[src/rtl/axi_wr_burst_sched.sv]
// Burst command scheduler for the stream-to-memory write path: walks a DDR ring one
// burst at a time, caps bursts in flight, and retires them on AXI B responses.
module axi_wr_burst_sched #(
  parameter int ADDR_WIDTH = 32,
  parameter int DATA_WIDTH = 64,
  parameter int AW_LIN     = 16,
  parameter int MAX_OUTST  = 4
) (
  input  logic                  m_axi_aclk,
  input  logic                  m_axi_areset,
  input  logic                  cfg_start,
  input  logic                  cfg_stop,
  input  logic [ADDR_WIDTH-1:0] cfg_base_addr,
  input  logic [15:0]           cfg_ring_bursts,
  input  logic [31:0]           cfg_num_bursts,
  output logic                  cmd_valid,
  input  logic                  cmd_ready,
  output logic [ADDR_WIDTH-1:0] cmd_addr,
  output logic [7:0]            cmd_len,
  input  logic                  m_axi_bvalid,
  input  logic [1:0]            m_axi_bresp,
  output logic                  m_axi_bready,
  output logic                  busy,
  output logic                  done,
  output logic                  err,
  output logic [3:0]            outstanding,
  output logic [31:0]           bursts_done
);

  localparam int              BB_BYTES = AW_LIN * DATA_WIDTH / 8;
  localparam int              BB_SH    = $clog2(BB_BYTES);
  localparam logic [7:0]      LEN_C    = 8'(AW_LIN - 1);
  localparam logic [3:0]      MAX_O    = 4'(MAX_OUTST);

  typedef enum logic [1:0] {S_IDLE, S_ISSUE, S_DRAIN, S_DONE} state_t;

  state_t                  state_r, state_nxt_s;
  logic [ADDR_WIDTH-1:0]   base_r, base_nxt_s;
  logic [15:0]             ring_r, ring_nxt_s;
  logic [31:0]             num_r, num_nxt_s;
  logic [31:0]             issued_r, issued_nxt_s;
  logic [15:0]             idx_r, idx_nxt_s;
  logic                    stop_r, stop_nxt_s;
  logic                    cmd_valid_r, cmd_valid_nxt_s;
  logic [ADDR_WIDTH-1:0]   cmd_addr_r, cmd_addr_nxt_s;
  logic                    bready_r;
  logic                    busy_r, busy_nxt_s;
  logic                    done_r, done_nxt_s;
  logic                    err_r, err_nxt_s;
  logic [3:0]              outst_r, outst_nxt_s;
  logic [31:0]             bdone_r, bdone_nxt_s;

  logic                    cmd_hs_s, b_hs_s, hold_s, stop_any_s, fin_s, more_s;
  logic [15:0]             idx_inc_s;
  logic [31:0]             issued_inc_s;
  logic [3:0]              outst_upd_s;

  // Handshake decode and the per-cycle counter arithmetic shared by every state.
  always_comb begin
    cmd_hs_s     = cmd_valid_r & cmd_ready;
    b_hs_s       = m_axi_bvalid & bready_r & (outst_r != 4'd0);
    hold_s       = cmd_valid_r & ~cmd_ready;
    idx_inc_s    = (idx_r >= ring_r - 16'd1) ? 16'd0 : idx_r + 16'd1;
    issued_inc_s = issued_r + {31'd0, cmd_hs_s};
    case ({cmd_hs_s, b_hs_s})
      2'b10:   outst_upd_s = outst_r + 4'd1;
      2'b01:   outst_upd_s = outst_r - 4'd1;
      default: outst_upd_s = outst_r;
    endcase
    stop_any_s = stop_r | cfg_stop;
    fin_s      = stop_any_s | ((num_r != 32'd0) & (issued_inc_s == num_r));
    more_s     = ~fin_s & (outst_upd_s < MAX_O);
  end

  // Next-state and next-register values for the run FSM.
  always_comb begin
    state_nxt_s     = state_r;
    base_nxt_s      = base_r;
    ring_nxt_s      = ring_r;
    num_nxt_s       = num_r;
    issued_nxt_s    = issued_inc_s;
    idx_nxt_s       = cmd_hs_s ? idx_inc_s : idx_r;
    stop_nxt_s      = stop_r;
    cmd_valid_nxt_s = cmd_valid_r;
    cmd_addr_nxt_s  = cmd_hs_s ? base_r + (ADDR_WIDTH'(idx_inc_s) << BB_SH) : cmd_addr_r;
    busy_nxt_s      = busy_r;
    done_nxt_s      = 1'b0;
    err_nxt_s       = err_r | (b_hs_s & (m_axi_bresp != 2'b00));
    outst_nxt_s     = outst_upd_s;
    bdone_nxt_s     = bdone_r + {31'd0, b_hs_s};
    case (state_r)
      S_IDLE: begin
        if (cfg_start) begin
          state_nxt_s     = S_ISSUE;
          base_nxt_s      = cfg_base_addr;
          ring_nxt_s      = (cfg_ring_bursts == 16'd0) ? 16'd1 : cfg_ring_bursts;
          num_nxt_s       = cfg_num_bursts;
          issued_nxt_s    = 32'd0;
          idx_nxt_s       = 16'd0;
          stop_nxt_s      = 1'b0;
          err_nxt_s       = 1'b0;
          bdone_nxt_s     = 32'd0;
          busy_nxt_s      = 1'b1;
          cmd_valid_nxt_s = (outst_upd_s < MAX_O);
          cmd_addr_nxt_s  = cfg_base_addr;
        end else begin
          state_nxt_s = S_IDLE;
        end
      end
      S_ISSUE: begin
        stop_nxt_s = stop_any_s;
        // A presented command is never withdrawn, even after stop or a B response.
        if (hold_s) begin
          cmd_valid_nxt_s = 1'b1;
        end else begin
          cmd_valid_nxt_s = more_s;
          if (fin_s) begin
            state_nxt_s = S_DRAIN;
          end else begin
            state_nxt_s = S_ISSUE;
          end
        end
      end
      S_DRAIN: begin
        if (outst_r == 4'd0) begin
          state_nxt_s = S_DONE;
          done_nxt_s  = 1'b1;
          busy_nxt_s  = 1'b0;
        end else begin
          state_nxt_s = S_DRAIN;
        end
      end
      S_DONE:  state_nxt_s = S_IDLE;
      default: state_nxt_s = S_IDLE;
    endcase
  end

  // State and output registers; reset forgets any bursts still in flight.
  always_ff @(posedge m_axi_aclk or posedge m_axi_areset) begin
    if (m_axi_areset) begin
      state_r     <= S_IDLE;
      base_r      <= '0;
      ring_r      <= 16'd1;
      num_r       <= 32'd0;
      issued_r    <= 32'd0;
      idx_r       <= 16'd0;
      stop_r      <= 1'b0;
      cmd_valid_r <= 1'b0;
      cmd_addr_r  <= '0;
      bready_r    <= 1'b0;
      busy_r      <= 1'b0;
      done_r      <= 1'b0;
      err_r       <= 1'b0;
      outst_r     <= 4'd0;
      bdone_r     <= 32'd0;
    end else begin
      state_r     <= state_nxt_s;
      base_r      <= base_nxt_s;
      ring_r      <= ring_nxt_s;
      num_r       <= num_nxt_s;
      issued_r    <= issued_nxt_s;
      idx_r       <= idx_nxt_s;
      stop_r      <= stop_nxt_s;
      cmd_valid_r <= cmd_valid_nxt_s;
      cmd_addr_r  <= cmd_addr_nxt_s;
      bready_r    <= 1'b1;
      busy_r      <= busy_nxt_s;
      done_r      <= done_nxt_s;
      err_r       <= err_nxt_s;
      outst_r     <= outst_nxt_s;
      bdone_r     <= bdone_nxt_s;
    end
  end

  assign cmd_valid    = cmd_valid_r;
  assign cmd_addr     = cmd_addr_r;
  assign cmd_len      = LEN_C;
  assign m_axi_bready = bready_r;
  assign busy         = busy_r;
  assign done         = done_r;
  assign err          = err_r;
  assign outstanding  = outst_r;
  assign bursts_done  = bdone_r;

endmodule

[config.mk]
export PLATFORM = sky130hd
export DESIGN_NAME = axi_wr_burst_sched
export DESIGN_NICKNAME = d
export VERILOG_FILES = /design/src/rtl/axi_wr_burst_sched.sv
export SDC_FILE = /design/constraint.sdc
export NUM_CORES = 1
export LEC_CHECK = 0
export ABC_AREA = 1
export BUFFER_PORTS_ARGS = -buffer_cell sky130_fd_sc_hd__buf_2
export CAP_MARGIN = 5
export CORE_ASPECT_RATIO = 0.9
export CORE_UTILIZATION = 51
export DETAILED_ROUTE_END_ITERATION = 8
export PLACE_DENSITY_LB_ADDON = 0.25
export SYNTH_ARGS = -nofsm -noshare
export SYNTH_HDL_FRONTEND = slang
export SYNTH_SLANG_ARGS = --single-unit
[constraint.sdc]
create_clock -name m_axi_aclk -period 8.2 [get_ports m_axi_aclk]
set_input_delay 1.23 -clock m_axi_aclk [delete_from_list [all_inputs] [get_ports m_axi_aclk]]
set_output_delay 1.23 -clock m_axi_aclk [all_outputs]
set_load 0.005 [all_outputs]
==> metrics.md, run 1 <==
| Metric | Value |
|---|---|
| Status | `finished clean` |
| Largest net degree at the start of global routing | `138` |
| Asr flop ratio synth | `100%` |
| Crit end category | `flop` |
| Die area | `24,000 µm²` |
| DP Cell Count | `2,042` |
| Slowest stage delay, CP | `0.45 ns` |
| Initial Util | `52.6%` |
| Detailed Place HPWL | `22,800 µm` |
| Tot GR Track Use | `26.2%` |
| Row cnt | `52` |
| WL/cell | `14.9 µm` |
| CTS buffer count | `23` |
| Setup ws final | `2.85 ns` |
| CTS Hold Bufs | `0` |
| Yosys warns | `0` |
| Core outline area | `22,700 µm²` |
| # setup viols final | `0` |
| Die X | `163 µm` |
| Syn Std Cell Area | `11,900 µm²` |
| PortBufs | `160` |
| First-pass GRT wire length | `51,000 µm` |
| Via/cell ratio | `5.28` |
| Die span in y | `147 µm` |
| Slew @ Worst Pin | `1.07 ns` |
| Synth Area per Inst | `7.38 µm²` |
| DR vias | `11,000` |
| Ys flop type | `dfrtp_1` |
| Req. time, crit path | `8.61 ns` |
| Most used cell, CP | `nand2_1` |
| Type of the worst setup path | `flop to flop` |
| Final min period | `5.35 ns` |
| CTS H-tree lvls | `1` |
| Design area | `13,700 µm²` |
| Leakage | `6.63 nW` |
| Commonest cells after routing, fill and taps aside | `nand2_1 (462), dfrtp_1 (203), inv_1 (168)` |
| IO Count | `169` |
| Number of max-cap violations | `0` |
| Post-synthesis sequential area ratio | `42.7%` |
| Setup TNS | `0 ns` |
| DR iter-0 viols | `859` |
| Clock sinks | `204` |
| Share of cells above drive strength 1 | `14.1%` |
| CP arrival | `5.76 ns` |
| Routed Antenna Nets | `0` |
| Drt first pass iters | `5` |
| Clk slew on worst S/H paths | `0.06 ns` |
| CTS root buf | `clkbuf_16` |
| Area after DPL | `13,000 µm²` |
| Max Clock Freq | `187 MHz` |
| Grt total ovfl | `0` |
| Post-Route WL | `31,100 µm` |
| Worst setup SP type | `flop` |
| Slew Limit Fails | `0` |
| EDFF count, synth | `0` |
| Netlist cell types | `47` |
| # DRC | `0` |
| Cts repair resizes | `0` |
| Syn Inst Count | `1,620` |
| Vias in the first global route | `10,400` |
| Dpl ws | `2.86 ns` |
| Antenna violations before repair | `1` |
| Max IR drop VDD | `225 µV` |
| Pwr Density | `333 nW/µm²` |
| Nets | `1,901` |
| Clk_lat worst skew | `0.51 ns` |
| Layout Cells excl Fill | `2,084` |
| Commonest non-fill, non-tap cell in the layout | `nand2_1` |
| Worst clock skew | `0.0172 ns` |
| RSZ-0062 raised after global routing | `no` |
| Post-CTS setup buffer count | `0` |
| Synth Register Bits | `204` |
| Final GP Congestion | `0.960` |
| Final Hold Fails | `0` |
| Tightest Hold Check Type | `flop to flop` |
| Rel. slew slack | `28.7%` |
| Critical-path top delay cell | `nand3_1` |
| Critical path fanouts, max | `15` |
| FF-to-FF setup slack | `2.85 ns` |
| Clk buf depth | `3` |
| Final Util | `60.6%` |
| CTS tree | `built` |
| Final Cycle Share | `65.3%` |
| Layout area overhead | `15.1%` |
critical path, delay by kind of cell (launching register included):
| kind | cells | cell delay, ns |
|---|---|---|
| flip-flops | 1 | 0.41 |
| buffers and inverters | 2 | 0.12 |
| AO/OA/AOI/OAI | 6 | 0.85 |
| XOR/XNOR | 1 | 0.18 |
| AND/OR/NAND/NOR | 18 | 2.77 |
| adder cells (fa/ha/maj) | 3 | 0.92 |
path summary, 6_finish.rpt:
path                              start        endpoint  cells after the start
setup / recovery              ring_r[2]    cmd_addr[19]                     30
hold / removal                base_r[4]       base_r[4]                      2
setup reg to reg              ring_r[2]    cmd_addr[19]                     30
hold reg to reg               base_r[4]       base_r[4]                      2
max in group asynchronous  m_axi_areset      base_r[20]                      3
min in group asynchronous  m_axi_areset  outstanding[1]                      2
metal layers:
metal	GRT usage (%)	vias up	wire length, µm
met1	36.6	5117	14500
met5	0	-	0
met4	8.88	0	994
li1	-	5542	-
met3	3.50	58	1510
met2	41.7	285	14100
through the flow:
step | power [W] | hold WS, ns
2_1_floorplan | 0.00295 | 0.450
3_3_place_gp | 0.00354 | 0.462
3_5_place_dp | 0.00357 | 0.470
4_1_cts | 0.00462 | 0.485
5_1_grt | 0.00497 | 0.512
6_report | 0.00459 | 0.479
kinds of logic (layout without fill, tap and decap cells):
logic type	Yosys count	in the layout	share of synthesized area, %
compound gates	280	280	12.3
xor+xnor	49	49	3.72
fa+ha+maj	43	43	4.63
buf+inv	222	381	7.23
flops	204	204	42.7
mux	1	1	0.0942
other cells	2	10	0.0629
simple gates	819	819	29.2
sequential cells by signal, indices dropped and copies added (netlist names), 4 cells and up, named ones only:
register,flops
outstanding,4
cmd_addr,32
num_r,32
base_r,32
issued_r,32
idx_r,16
bursts_done,32
ring_r,16
where the power goes:
group	internal (W)	leakage (nW)	switching, W
registers	0.00135	2.60	0.000270
logic	0.000718	3.66	0.00122
clock network	0.000595	0.372	0.000427
total	0.00267	6.63	0.00192
area by class of cell:
cell class / count / area [µm²]
diodes: 1 / 2.50
clock buffers: 29 / 648
clock inverters: 12 / 105
fillers: 2106 / 8960
inverters: 174 / 663
multi-input cells: 1201 / 6010
flip-flops and latches: 204 / 5110
well taps: 297 / 372
repair buffers: 166 / 846
Yosys cell counts (2+ instances only):
cell type,count,share of area (%)
a21o_1,2,0.13
ha_1,41,4.3
nand2_1,463,15
nand4_1,22,1.2
buf_4,8,0.50
inv_1,169,5.3
a21oi_1,96,4.0
nor4_1,13,0.68
nand2_2,4,0.21
nand3b_1,7,0.44
nand3_2,7,0.59
nor3_1,40,1.7
o211ai_1,2,0.13
fa_1,2,0.34
o21ai_0,154,6.5
xnor2_1,15,1.1
o22ai_1,2,0.10
nor2_1,165,5.2
xor2_1,33,2.4
clkbuf_1,39,1.2
or2_2,5,0.26
o21ai_1,2,0.084
nor3_2,3,0.25
conb_1,2,0.063
nand3_1,73,3.1
nor2_4,4,0.38
dfrtp_1,203,43
inv_2,4,0.13
o21a_1,5,0.31
o21bai_1,7,0.44
o21ai_2,3,0.22
a31oi_1,3,0.16
nor2_2,8,0.42
Power figures use the tool's default switching activity.
==> run 2: changes to the inputs <==
- clock period: 8.2 -> 4.7 ns (I/O delays scaled with it)
==> run 2 against run 1 <==
Against the previous run:
- flip-flop and latch count unchanged
- register-to-register slack got worse by 2.8 ns
- combinational power increased by 120%
- die area unchanged
- sequential share of layout area decreased by 2.2 points
- utilization increased by 3.7 points
- worst setup slack got worse by 2.8 ns
- largest power group unchanged
- critical endpoint is now cmd_addr[15]
- maximum frequency increased by 15%
- routed wire length increased by 7.2%
- critical path type unchanged
- hold slack got worse by 0.21 ns
- clock power increased by 72%
- sequential power increased by 78%
==> metrics.md, run 2 (synthesis results as in run 1) <==
| Metric | Value |
|---|---|
| Setup TNS | `0 ns (unchanged)` |
| Worst r2r path cells | `33 (was 30)` |
| Share of cells above drive strength 1 | `19.8% (was 14.1%)` |
| Critical path fanouts, max | `8 (was 15)` |
| Via/cell ratio | `5.37 (was 5.28)` |
| Final Hold Fails | `0 (unchanged)` |
| Flop pwr share | `32.2% (was 35.4%)` |
| Core outline area | `22,700 µm² (unchanged)` |
| RSZ-0062 raised after global routing | `yes (was no)` |
| Slew @ Worst Pin | `0.838 ns (was 1.07 ns)` |
| Reg2reg end | `cmd_addr[15] (was cmd_addr[19])` |
| Slew Limit Fails | `0 (unchanged)` |
| CTS root buf | `clkbuf_16 (unchanged)` |
| Final Cycle Share | `98.9% (was 65.3%)` |
| CTS H-tree lvls | `1 (unchanged)` |
| Clk pwr share | `19.6% (was 22.3%)` |
| Leakage | `6.88 nW (was 6.63 nW)` |
| Worst setup SP type | `flop (unchanged)` |
| First-pass GRT wire length | `53,400 µm (was 51,000 µm)` |
| Slowest stage delay, CP | `0.40 ns (was 0.45 ns)` |
| Psw | `0.00379 W (was 0.00192 W)` |
| Nets | `1,942 (was 1,901)` |
| Req. time, crit path | `5.08 ns (was 8.61 ns)` |
| R2R Path Start | `ring_r[1] (was ring_r[2])` |
| Clk_lat worst skew | `0.51 ns (about the same)` |
| Worst clock skew | `0.0113 ns (was 0.0172 ns)` |
| Clock sinks | `204 (unchanged)` |
| Commonest cells after routing, fill and taps aside | `nand2_1 (450), dfrtp_1 (203), inv_1 (165) (was nand2_1 (462), dfrtp_1 (203), inv_1 (168))` |
| PortBufs | `160 (unchanged)` |
| Tightest Hold Check Type | `input pin to asynchronous set/reset pin (was flop to flop)` |
| Drt first pass iters | `5 (unchanged)` |
| Crit path from | `ring_r[1] (was ring_r[2])` |
| Largest net degree at the start of global routing | `85 (was 138)` |
| Max Clock Freq | `215 MHz (was 187 MHz)` |
| Logic pwr share | `48.2% (was 42.3%)` |
| Type of the worst setup path | `flop to flop (unchanged)` |
| DR vias | `11,400 (was 11,000)` |
| Final min period | `4.65 ns (was 5.35 ns)` |
| Detailed Place HPWL | `23,500 µm (was 22,800 µm)` |
| Commonest non-fill, non-tap cell in the layout | `nand2_1 (unchanged)` |
| Pwr Density | `613 nW/µm² (was 333 nW/µm²)` |
| Sw Ratio | `42.3% (was 41.9%)` |
| WL/cell | `15.7 µm (was 14.9 µm)` |
| Die X | `163 µm (unchanged)` |
| Vias in the first global route | `10,700 (was 10,400)` |
| Initial Util | `52.6% (unchanged)` |
| # setup viols final | `0 (unchanged)` |
| Grt total ovfl | `0 (unchanged)` |
| Fill count | `2,046 (was 2,106)` |
| FF-to-FF setup slack | `0.05 ns (was 2.85 ns)` |
| Number of max-cap violations | `0 (unchanged)` |
| Row cnt | `52 (unchanged)` |
| # DRC | `0 (unchanged)` |
| Status | `finished clean (unchanged)` |
| Crit-path leading delay family | `simple AND/OR/NAND/NOR gates (unchanged)` |
| CTS buffer count | `23 (unchanged)` |
| Critical path depth | `33 (was 30)` |
| Layout area overhead | `22.2% (was 15.1%)` |
| Die span in y | `147 µm (unchanged)` |
| DR iter-0 viols | `900 (was 859)` |
| Worst hold slack | `0.270 ns (was 0.479 ns)` |
| CTS tree | `built (unchanged)` |
| Antenna violations before repair | `2 (was 1)` |
| Final Util | `64.3% (was 60.6%)` |
| IO Count | `169 (unchanged)` |
| Final GP Congestion | `0.940 (was 0.960)` |
| Tot GR Track Use | `27.6% (was 26.2%)` |
| Post-Route WL | `33,300 µm (was 31,100 µm)` |
| Crit end category | `flop (unchanged)` |
| Die area | `24,000 µm² (unchanged)` |
| Clk slew on worst S/H paths | `0.06 ns (about the same)` |
| Critical-path top delay cell | `fa_2 (was nand3_1)` |
| Max IR drop VDD | `388 µV (was 225 µV)` |
| Routed Antenna Nets | `0 (unchanged)` |
| Internal | `0.00516 W (was 0.00267 W)` |
| CP arrival | `5.02 ns (was 5.76 ns)` |
| Buf/Inv on CP | `6 (was 2)` |
| Worst Setup EP | `cmd_addr[15] (was cmd_addr[19])` |
| Clk buf depth | `3 (unchanged)` |
| Rel. slew slack | `44.1% (was 28.7%)` |
run 2: cell count changes in the layout (fill, tap and decap cells not counted), sizes merged:
cell,delta
clkinv,-3
inv,-3
bufinv,+1
buf,+41
clkbuf,+4
diode,+1
run 2: final cells by class:
type,instances,area [µm²],area share [%]
clock inverters,7,87.6,0.600
flip-flops and latches,204,5110,35.0
diodes,2,5.00,0.0343
clock buffers,33,623,4.27
repair buffers,207,1210,8.29
well taps,297,372,2.55
multi-input cells,1201,6530,44.7
inverters,174,662,4.53
run 2: repair_timing:
action | 4_1_cts | 5_1_grt
endpoints found under the setup margin | 20 | 22
hold endpoints to repair | 0 | 0
gates cloned | 1 | 0
hold buffers | 0 | 0
gates resized for setup | 40 | 91
pin swaps | 16 | 41
setup buffers | 8 | 13
run 2: through the flow:
step	cells	cell area, µm²	power (W)	setup WS, ns
final	2125	14600	0.00895	0.0540
after global routing	2125	14600	0.00963	-0.236
after floorplan	1627	12000	0.00515	0.0503
after detailed placement	2061	13200	0.00631	-0.257
after global placement	2061	13200	0.00624	-0.0575
after CTS	2110	14100	0.00838	0.00381
run 2: how the worst min path moves through the flow:
stage | from | endpoint | cells after the start
finish | m_axi_areset | issued_r[11] | 2
global route | m_axi_areset | issued_r[13] | 2
detailed placement | base_r[3] | base_r[3] | 2
global placement | base_r[6] | base_r[6] | 2
CTS | m_axi_areset | issued_r[13] | 2
floorplan | base_r[0] | base_r[0] | 2
run 2: metal layers:
layer	part of all wire, %	routed length (µm)	GRT usage (%)
met2	47	15600	44.7
met5	0	0	0
met1	45	15100	38.6
met4	2.8	931	8.64
met3	4.9	1650	3.11
run 2: worst reg2reg max path: cells and delay by family, from the launching register on:
family / cells / cell delay [ns]
and+or+nand+nor: 18 / 1.92
adders and majority gates: 4 / 0.99
buffers and inverters: 6 / 0.59
DFF: 1 / 0.38
xor gates and xnor gates: 2 / 0.35
AOI/OAI and AO/OA: 3 / 0.28
run 2: power by group through the flow:
stage                     combinational (W)  clock, W  sequential [W]
after floorplan                     0.00242         0         0.00273
after global placement              0.00340         0         0.00284
after detailed placement            0.00347         0         0.00285
after CTS                           0.00374   0.00179         0.00284
after global routing                0.00482   0.00186         0.00295
final                               0.00432   0.00175         0.00288
==> run 3: changes to the inputs <==
- CTS_CLUSTER_DIAMETER: default -> 120
- PLACE_DENSITY: default -> 0.75
- PLACE_DENSITY_LB_ADDON: 0.25 -> default
==> run 3 against run 2 <==
Against the previous run:
- the run now ends with setup timing left
- clock skew is 0.0042 ns higher
- die area stayed put
- critical path depth is 2 lower
- flip-flop and latch count stayed put
- register-to-register slack worse by 0.11 ns
- combinational power hardly changed
- sequential share of layout area hardly changed
- via count is 0.41% higher
- routed wire length is 0.38% higher
- sequential power hardly changed
- final cell count hardly changed
- largest power group unchanged
- highest routed layer unchanged
==> metrics.md, run 3 (synthesis results as in run 1) <==
| Metric | Value |
|---|---|
| Status | `complete, but fails checks (was finished clean)` |
| Failing checks | `setup timing` |
| Final Hold Fails | `0 (unchanged)` |
| WL/cell | `15.8 µm (was 15.7 µm)` |
| Detailed Place HPWL | `23,300 µm (was 23,500 µm)` |
| # setup viols final | `6 (was 0)` |
| Final min period | `4.75 ns (was 4.65 ns)` |
| Crit end category | `flop (unchanged)` |
| Worst r2r path cells | `31 (was 33)` |
| CP arrival | `5.20 ns (was 5.02 ns)` |
| PortBufs | `160 (unchanged)` |
| CTS Hold Bufs | `0 (unchanged)` |
| Tot GR Track Use | `27.2% (was 27.6%)` |
| DR iter-0 viols | `659 (was 900)` |
| Layout area overhead | `22.1% (was 22.2%)` |
| First-pass GRT wire length | `52,800 µm (was 53,400 µm)` |
| CTS H-tree lvls | `1 (unchanged)` |
| CTS tree | `built (unchanged)` |
| Slew Limit Fails | `0 (unchanged)` |
| Max IR drop VDD | `354 µV (was 388 µV)` |
| Largest net degree at the start of global routing | `166 (was 85)` |
| Psw | `0.00379 W (about the same)` |
| Number of max-cap violations | `0 (unchanged)` |
| DR vias | `11,500 (was 11,400)` |
| Most used cell, CP | `nand2_1` |
| Final GP Congestion | `0.946 (was 0.940)` |
| Internal | `0.00518 W (was 0.00516 W)` |
| Slew @ Worst Pin | `1.24 ns (was 0.838 ns)` |
| Grt total ovfl | `0 (unchanged)` |
| IO Count | `169 (unchanged)` |
| Critical-path top delay cell | `dfrtp_1 (was fa_2)` |
| Pwr Density | `615 nW/µm² (was 613 nW/µm²)` |
| Drt first pass iters | `7 (was 5)` |
| Post-Route WL | `33,400 µm (was 33,300 µm)` |
| Routed Antenna Nets | `0 (unchanged)` |
| Power Total | `0.00898 W (was 0.00895 W)` |
| Sw Ratio | `42.3% (about the same)` |
| Vias in the first global route | `10,800 (was 10,700)` |
| Core outline area | `22,700 µm² (unchanged)` |
| Slowest stage delay, CP | `0.39 ns (was 0.40 ns)` |
| # DRC | `0 (unchanged)` |
| Tightest Hold Check Type | `input pin to asynchronous set/reset pin (unchanged)` |
| Clk buf depth | `3 (unchanged)` |
| Req. time, crit path | `5.14 ns (was 5.08 ns)` |
| Rel. slew slack | `16.7% (was 44.1%)` |
| Flop pwr share | `32.2% (about the same)` |
| Crit-path leading delay family | `simple AND/OR/NAND/NOR gates (unchanged)` |
| Final Util | `64.3% (about the same)` |
| Commonest cells after routing, fill and taps aside | `nand2_1 (445), dfrtp_1 (203), inv_1 (160), buf_2 (160), nor2_1 (152) (was nand2_1 (450), dfrtp_1 (203), inv_1 (165))` |
| Die span in y | `147 µm (unchanged)` |
| Clk pwr share | `19.7% (was 19.6%)` |
| Row cnt | `52 (unchanged)` |
| Share of cells above drive strength 1 | `20.7% (was 19.8%)` |
| Critical path fanouts, max | `5 (was 8)` |
| Worst setup SP type | `flop (unchanged)` |
| Clk slew on worst S/H paths | `0.06 ns (about the same)` |
| Via/cell ratio | `5.39 (was 5.37)` |
| Initial Util | `52.6% (unchanged)` |
| DP Cell Count | `2,058 (was 2,061)` |
| CTS buffer count | `23 (unchanged)` |
| Nets | `1,942 (unchanged)` |
| Logic pwr share | `48.1% (was 48.2%)` |
| Type of the worst setup path | `flop to flop (unchanged)` |
| Antenna violations before repair | `2 (unchanged)` |
| Buf/Inv on CP | `7 (was 6)` |
| Die area | `24,000 µm² (unchanged)` |
| Multi-input logic area | `6530 µm² (unchanged)` |
| Max Clock Freq | `210 MHz (was 215 MHz)` |
| RSZ-0062 raised after global routing | `yes (unchanged)` |
| Layout Cells excl Fill | `2,123 (was 2,125)` |
| Setup ws final | `-0.0547 ns (was 0.0540 ns)` |
| Critical path depth | `31 (was 33)` |
| Clock sinks | `204 (unchanged)` |
| Final Cycle Share | `101% (was 98.9%)` |
| CTS root buf | `clkbuf_16 (unchanged)` |
| Clk_lat worst skew | `0.52 ns (was 0.51 ns)` |
| Leakage | `6.91 nW (was 6.88 nW)` |
| Die X | `163 µm (unchanged)` |
| Worst clock skew | `0.0155 ns (was 0.0113 ns)` |
| Storage element area | `5110 µm² (unchanged)` |
| Commonest non-fill, non-tap cell in the layout | `nand2_1 (unchanged)` |
| Fill count | `2,046 (unchanged)` |
## run 3: cell types whose count changed in the layout (fill, tap and decap cells not counted), moves of 3 or more
cell / change
a21oi_1: -5
a21oi_2: +5
clkbuf_8: +5
inv_1: -5
inv_2: +5
nand2_1: -5
nand3_2: +5
clkbuf_1: -4
nor2_2: -4
nand2_2: +3
nand3_1: -3
## run 3: final timing paths
path | from | endpoint | slack, ns
hold / removal | m_axi_areset | ring_r[10] | 0.37
setup / recovery | ring_r[1] | cmd_addr[30] | -0.05
min in group m_axi_aclk | cfg_num_bursts[16] | num_r[16] | 0.39
hold reg to reg | base_r[4] | base_r[4] | 0.49
setup reg to reg | ring_r[1] | cmd_addr[30] | -0.05
max in group asynchronous | m_axi_areset | num_r[12] | 3.58
## run 3: per-stage QoR
step	hold slack (ns)	setup slack (ns)	TNS [ns]	area, µm²
floorplan	0.450	0.0503	0	12000
global placement	0.464	0.0382	0	13100
detailed placement	0.470	-0.102	-0.410	13100
CTS	0.368	-0.00156	-0.00156	13900
global route	0.375	-0.452	-5.89	14600
finish	0.372	-0.0547	-0.154	14600
## run 3: area by class of cell
type,instances,share of cell area (%)
clock buffer,34,4.64
inverter,174,4.54
antenna,2,0.0343
clock inverter,4,0.334
timing repair buffer,207,8.18
tap,297,2.55
sequential,204,35.0
multi-input combinational,1201,44.7
## run 3: power groups by stage
stage,logic (W),clock network [W],registers (W)
3_3_place_gp,0.00338,0,0.00284
6_report,0.00432,0.00177,0.00289
5_1_grt,0.00481,0.00188,0.00295
3_5_place_dp,0.00347,0,0.00284
4_1_cts,0.00353,0.00180,0.00283
2_1_floorplan,0.00242,0,0.00273
## run 3: tightest hold or removal path, cell delays in order
cell	delay, ns
buf_2	0.11
clkinvlp_4	0.08
buf_4	0.43
## run 3: layer usage
metal  up-vias  wire (µm)  GRT usage [%]
li1       5636          -              -
met3        84       1790           3.59
met4         0       1190           9.07
met1      5375      15000           37.5
met2       357      15500           44.0
met5         -          0              0
## run 3: what timing repair did
| item | CTS | global route |
|---|---|---|
| pin swaps | 2 | 45 |
| buffers inserted | 2 | 22 |
| setup endpoints to repair | 10 | 21 |
| cloned | 0 | 1 |
| resized for setup | 14 | 130 |
